## src/rtl/regbank_access_arb.sv

```systemverilog
// regbank_access_arb: round-robin arbiter between a bus port (requester 0)
// and a debug port (requester 1). It turns each granted access into a
// one-cycle write or read pulse on one register slice, then returns a
// response to the winner. Each access takes three cycles: IDLE -> ACCESS -> RESP.
module regbank_access_arb #(
  parameter int unsigned     NREG    = 8,
  parameter int unsigned     DW      = 32,
  parameter int unsigned     AW      = 3,
  parameter logic [NREG-1:0] RO_MASK = '0
) (
  input  logic              clk_i,
  input  logic              rst_ni,
  input  logic [1:0]        req_i,
  input  logic [1:0]        we_i,
  input  logic [2*AW-1:0]   addr_i,
  input  logic [2*DW-1:0]   wdata_i,
  output logic [1:0]        gnt_o,
  output logic [1:0]        rvalid_o,
  output logic [DW-1:0]     rdata_o,
  output logic              err_o,
  output logic [NREG-1:0]   reg_we_o,
  output logic [NREG-1:0]   reg_re_o,
  output logic [DW-1:0]     reg_wd_o,
  input  logic [NREG*DW-1:0] reg_qs_i
);

  typedef enum logic [1:0] {IDLE, ACCESS, RESP} state_e;

  state_e            state_q, state_d;
  logic              prio_q;
  logic              win_q;
  logic              we_q;
  logic              err_q;
  logic [NREG-1:0]   sel_q;

  logic [NREG-1:0]   reg_we_q, reg_re_q;
  logic [DW-1:0]     reg_wd_q;
  logic [1:0]        rvalid_q;
  logic [DW-1:0]     rdata_q;
  logic              rsp_err_q;

  // Candidate transaction of the requester that would win this cycle.
  logic              win_d;
  logic              cand_we;
  logic [AW-1:0]     cand_addr;
  logic [DW-1:0]     cand_wdata;
  logic [NREG-1:0]   cand_sel;
  logic              cand_err;
  logic [DW-1:0]     qs_sel;

  // Round-robin pick: a lone requester always wins, otherwise prio wins.
  always_comb begin
    win_d = prio_q;
    if (req_i == 2'b01) begin
      win_d = 1'b0;
    end else if (req_i == 2'b10) begin
      win_d = 1'b1;
    end
  end

  assign cand_we    = win_d ? we_i[1] : we_i[0];
  assign cand_addr  = win_d ? addr_i[2*AW-1:AW] : addr_i[AW-1:0];
  assign cand_wdata = win_d ? wdata_i[2*DW-1:DW] : wdata_i[DW-1:0];

  // One-hot slice decode; an unmapped address decodes to all zeros.
  for (genvar gi = 0; gi < NREG; gi++) begin : g_dec
    assign cand_sel[gi] = (32'(cand_addr) == 32'(gi));
  end

  assign cand_err = ~(|cand_sel) | (cand_we & |(cand_sel & RO_MASK));

  // Read-back mux over the slice values, selected by the latched decode.
  always_comb begin
    qs_sel = '0;
    for (int unsigned i = 0; i < NREG; i++) begin
      if (sel_q[i]) begin
        qs_sel = qs_sel | reg_qs_i[i*DW +: DW];
      end
    end
  end

  // FSM state register.
  always_ff @(posedge clk_i or negedge rst_ni) begin
    if (!rst_ni) begin
      state_q <= IDLE;
    end else begin
      state_q <= state_d;
    end
  end

  // FSM next state and the combinational grant.
  always_comb begin
    state_d = state_q;
    gnt_o   = 2'b00;
    case (state_q)
      IDLE: begin
        if (|req_i) begin
          gnt_o   = win_d ? 2'b10 : 2'b01;
          state_d = ACCESS;
        end
      end
      ACCESS:  state_d = RESP;
      RESP:    state_d = IDLE;
      default: state_d = IDLE;
    endcase
  end

  // Transaction latch, register pulses and response registers.
  always_ff @(posedge clk_i or negedge rst_ni) begin
    if (!rst_ni) begin
      prio_q    <= 1'b0;
      win_q     <= 1'b0;
      we_q      <= 1'b0;
      err_q     <= 1'b0;
      sel_q     <= '0;
      reg_we_q  <= '0;
      reg_re_q  <= '0;
      reg_wd_q  <= '0;
      rvalid_q  <= 2'b00;
      rdata_q   <= '0;
      rsp_err_q <= 1'b0;
    end else begin
      reg_we_q  <= '0;
      reg_re_q  <= '0;
      reg_wd_q  <= '0;
      rvalid_q  <= 2'b00;
      rdata_q   <= '0;
      rsp_err_q <= 1'b0;
      case (state_q)
        IDLE: begin
          if (|req_i) begin
            win_q  <= win_d;
            we_q   <= cand_we;
            err_q  <= cand_err;
            sel_q  <= cand_sel;
            prio_q <= ~win_d;
            if (!cand_err) begin
              if (cand_we) begin
                reg_we_q <= cand_sel;
                reg_wd_q <= cand_wdata;
              end else begin
                reg_re_q <= cand_sel;
              end
            end
          end
        end
        ACCESS: begin
          // Slice value sampled before its own update (read-to-clear safe).
          rvalid_q  <= win_q ? 2'b10 : 2'b01;
          rsp_err_q <= err_q;
          rdata_q   <= (!we_q && !err_q) ? qs_sel : '0;
        end
        default: ;
      endcase
    end
  end

  assign reg_we_o = reg_we_q;
  assign reg_re_o = reg_re_q;
  assign reg_wd_o = reg_wd_q;
  assign rvalid_o = rvalid_q;
  assign rdata_o  = rdata_q;
  assign err_o    = rsp_err_q;

endmodule

```

## config.mk

```make
export PLATFORM = sky130hd
export DESIGN_NAME = regbank_access_arb
export DESIGN_NICKNAME = d
export VERILOG_FILES = /design/src/rtl/regbank_access_arb.sv
export SDC_FILE = /design/constraint.sdc
export NUM_CORES = 1
export LEC_CHECK = 0
export BUFFER_PORTS_ARGS = -buffer_cell sky130_fd_sc_hd__buf_2
export CORE_AREA = 3 3 162 164
export DETAILED_ROUTE_END_ITERATION = 7
export DIE_AREA = 0 0 165 167
export PLACE_DENSITY_LB_ADDON = 0.3
export RECOVER_POWER = 50
export SYNTH_ARGS = -nofsm -noshare
export SYNTH_HDL_FRONTEND = slang
export SYNTH_SLANG_ARGS = --single-unit
```

## constraint.sdc

```tcl
create_clock -name clk_i -period 3.9 [get_ports clk_i]
set_input_delay 0.78 -clock clk_i [delete_from_list [all_inputs] [get_ports clk_i]]
set_output_delay 0.78 -clock clk_i [all_outputs]
set_load 0.01 [all_outputs]
```

# After elaboration in Yosys (flattened, before gate mapping)
# Index checks and enable logic that the tools add are counted.
# totals
regBits	97
inputBits	332
out_inout_bits	85
wordCells	75
# classes
eq_ne	11
n_mux	35
bitwise	9
reduce_logical	8
# op_table
cell	count
$mux W32	15
$or A32 B32 Y32	7
$mux W8	8
$eq A3 B3 Y1 const B	4
$mux W2	6
$reduce_or A8 Y1	1
$eq A3 B2 Y1 const B	2
$eq A2 B1 Y1 const B	2
$mux W1	4
$pmux W2 S2	1
$eq A3 B1 Y1 const B	1
$logic_not A3 Y1	1
$mux W3	1
$eq A2 B2 Y1 const B	1
$logic_not A1 Y1	2
$logic_not A2 Y1	1
$ne A2 B2 Y1 const B	1
$not A1 Y1	2
$reduce_and A2 Y1	1
$reduce_or A2 Y1	1
$logic_and A1 B1 Y1	1

# Logic depth before layout (Yosys ltp)
# depth
depth_word	17
depth_mapped	6
depth_no_buf	5

# Least setup slack after synthesis
# OpenSTA, ideal clock, no wires.
# synth_path
kind	input to output
startpoint	input port req_i[0]
endpoint	output port gnt_o[1]
arrival_ns	1.437
required_time_ns	3.120
slack_ns	1.683
stages	4
n_path_buf	1
cell_sequence	nor2b_1 -> a21oi_1 -> buf_2 -> nor2_1
# synth_between
elab_chain_cells	6
word_cells_on_any_way	8
cone_classes	eq/ne: 2; mux: 5; reduce/logical: 1
# synth_rtl
item	line_no	source
start: declaration	13	input logic [1:0] req_i,
$eq A2 B2 Y1	56	end else if (req_i == 2'b10) begin
$mux W1	56	
$mux W1	54	if (req_i == 2'b01) begin
$mux W2	98	gnt_o = win_d ? 2'b10 : 2'b01;
$mux W2 (*)	97	if (|req_i) begin
$mux W2 (*)	95	case (state_q)
end: declaration	17	output logic [1:0] gnt_o,
# Mark *: on every way between the ends. The rest lies on a longest branch, timed or not.

# Worst setup path after layout
# layout_path
startpoint	input port req_i[1]
endpoint	output port gnt_o[1]
# Same word-level chain as after synthesis.

==> results.cfg <==
[die]
die-height_um = 167
dieWidth_um = 165
initial_core_util_pct = 18.7
die-area_mm2 = 0.0276
top_level_ports = 417
core_region_area_mm2 = 0.0250
core.rowCount = 58

[sta]
tightest_slew_ps = 1570
slew_violations = 60
report.final.hold_viol_count = 0
final.setup_skew_ps = 12.0
fmax_mhz = 341
tns_ps = 0
timing.final.setup_violations = 0
timing.max_slew.rel_slack_pct = -4.78
post-route-min-period_ps = 2930
timing.final.crit_share_pct = 75.1
grt_setup_unrepaired = no

[critical_path]
worstSetupStartpointType = primary input
endpoint_arrival_time_on_the_critical_path_ps = 2150
crit_type = primary input to output pin
endpoint_kind = output pin
critPathRequiredTime_ps = 3120
crit_path_max_fanout = 12

[logic_synthesis]
syn-num-nets = 800
synth_top_cells_by_area = sky130_fd_sc_hd__dfrtp_1, sky130_fd_sc_hd__a22oi_1, sky130_fd_sc_hd__nand2_1
post_synth_most_frequent_cells = sky130_fd_sc_hd__dfrtp_1, sky130_fd_sc_hd__nand2_1, sky130_fd_sc_hd__a22oi_1
synth.yosys.seq_area_share_pct = 51.8
yosysTopAreaCellShare_pct = 51.8
postSynth.topFlopCell = sky130_fd_sc_hd__dfrtp_1
cell_with_the_most_instances_after_synthesis = sky130_fd_sc_hd__dfrtp_1
postSynthCellCount = 468
synth-edff-count = 0
netlist_area_mm2 = 0.00469
asyncSetResetFlopFracSynth_pct = 100
synth-seq-cells = 97
ys.warnings.count = 0
synth_top_cell_by_area = sky130_fd_sc_hd__dfrtp_1
synth.avg_cell_area_um2 = 10.0
ys_types = 29

[layout]
final-instance-count-excl-fill = 1209
nFillCells = 2799
syn2layout_area_growth_pct = 57.3
layout.area.seq_mm2 = 0.00243
nets = 1197
post_route_cells_drive_above_1_share_pct = 47.6
multi_input_area_mm2 = 0.00206

[detailed_routing]
wirelength_routed_um = 25500
route.detailed.drc = 0
detailedRoute.firstIterationViolations = 417
vias = 5813
dr.pass1.iters = 5
route.detailed.wl_per_inst_um = 21.1
detail-route-antenna-nets = 0
drt-vias-per-instance = 4.81

[pwr]
power_switching_mw = 2.01
vdd_drop_max_mv = 0.230
pwr-share-seq_pct = 32.8
design_power_total_mw = 4.56
clock_power_share_pct = 19.7
p_int_mw = 2.55
power_leakage_nw = 3.74
power-per-cell-area_mw_per_mm2 = 618
switching_share_of_power_pct = 44.1
power.share.combinational_pct = 47.5

[clock_network]
ctsResizeCount = 0
postCtsHoldBufs = 0
cts.path.max_buffers = 2
cts_tree = built
cts.reportedPaths.clkPinSlew_ps = 70
root_buffer = sky130_fd_sc_hd__clkbuf_16
numClockSinks = 97
cts-buffers-inserted = 9
post-cts-setup-buffer-count = 0
htreeDepth = 3
worstSkewPairLatency_ps = 350

[global_route]
grt_max_degree = 60
overflow = 0
grt_pass1_wl_um = 36000
grt_use_total_pct = 17.6
number_of_antenna_violations_at_the_first_check_in_global_routing = 12
via_count_of_the_first_global_routing_pass = 5749

[placement]
dp.cells = 1184
numPortBuffers = 416
placer_s_final_routability_congestion_estimate = 0.883
dpl.hpwl_um = 19900

[flow_run]
max_cap_violations = 1

[run_status]
outcome = finished with violations
failed_checks = capacitance limit, slew limit

[min_path]
worstHoldPathType = register to register
-- path summary, 6_finish.rpt --
check | startpoint | to | slack, ps | cells past startpoint
setup / recovery | req_i[1] | gnt_o[1] | 970 | 5
hold / removal | win_q | rvalid_o[0] | 450 | 1
setup reg to reg | prio_q | reg_we_o[7] | 1500 | 5
hold reg to reg | win_q | rvalid_o[0] | 450 | 1
max in group asynchronous | rst_ni | rdata_o[24] | 1270 | 2
min in group asynchronous | rst_ni | reg_wd_o[4] | 810 | 1
-- worst max-delay path, stage by stage --
cell and delay [ps]:
sky130_fd_sc_hd__clkbuf_1 180, sky130_fd_sc_hd__o21ai_0 430, sky130_fd_sc_hd__clkbuf_1 460, sky130_fd_sc_hd__nor2_1 110
sky130_fd_sc_hd__buf_2 180
-- flip-flops by register name, summed over array words and instances (netlist names) --
register / flops
rdata_o: 32
reg_wd_o: 32
reg_re_o: 8
reg_we_o: 8
sel_q: 8
rvalid_o: 2
state_q: 2
err_o: 1
err_q: 1
prio_q: 1
we_q: 1
win_q: 1
-- power by group through the flow --
stage	Combinational [mW]	Clock, mW	Sequential (mW)
2_1_floorplan	1.23	0	1.50
3_3_place_gp	2.23	0	1.51
3_5_place_dp	2.23	0	1.51
4_1_cts	2.24	0.934	1.50
5_1_grt	2.38	0.979	1.53
6_report	2.16	0.898	1.49
-- cell families (layout without fill, tap and decap cells) --
kind of cell / count (synthesis) / after routing / share of synthesized area [%]
other cells: 0 / 9 / 0
compound gates: 213 / 213 / 33.1
buf+inv: 51 / 453 / 4.56
simple gates: 103 / 103 / 9.58
flops: 97 / 97 / 51.8
mux: 4 / 4 / 0.988
-- per-layer routing --
layer	vias up	wire length [um]	global-route usage (%)
met1	2820	9580	20.6
met5	-	55	0
met2	319	12700	29.6
met4	8	575	6.46
li1	2630	-	-
met3	36	2550	5.97
-- through the flow --
step                      setup slack [ps]  cell area (um^2)  utilization [%]  hold WS [ps]
after detailed placement              1010              7130             28.5           437
after CTS                             1390              7410             29.6           447
after global placement                1060              7130             28.5           441
final                                  969              7370             29.5           450
after global routing                   788              7370             29.4           484
after floorplan                       1680              4690                -           417
-- final cells by class --
cell class	count	share of cell area (%)
clock buffer	10	3.10
clock inverter	6	0.713
tap	330	5.60
sequential	97	32.9
multi-input combinational	320	27.9
timing repair buffer	434	29.3
inverter	3	0.153
antenna	9	0.305
-- cell usage in the layout (no fill, tap or decap), types with 2 or more instances in the layout --
cell type                     n
sky130_fd_sc_hd__a31oi_1     33
sky130_fd_sc_hd__a22oi_1     64
sky130_fd_sc_hd__clkbuf_16    9
sky130_fd_sc_hd__inv_1        3
sky130_fd_sc_hd__mux2i_1      2
sky130_fd_sc_hd__nor2_1       3
sky130_fd_sc_hd__a211o_1      2
sky130_fd_sc_hd__dfrtp_1     97
sky130_fd_sc_hd__a221oi_1    32
sky130_fd_sc_hd__a22o_1      32
sky130_fd_sc_hd__nand2_1     75
sky130_fd_sc_hd__clkbuf_1    39
sky130_fd_sc_hd__a21oi_1     33
sky130_fd_sc_hd__and2_0       2
sky130_fd_sc_hd__buf_4       15
sky130_fd_sc_hd__buf_2      380
sky130_fd_sc_hd__nor4_1      16
sky130_fd_sc_hd__inv_8        2
sky130_fd_sc_hd__a21o_1       4
sky130_fd_sc_hd__clkinv_4     2
sky130_fd_sc_hd__o31ai_1      8
sky130_fd_sc_hd__nand2b_1     2
sky130_fd_sc_hd__diode_2      9
Power figures use the tool's default switching activity.
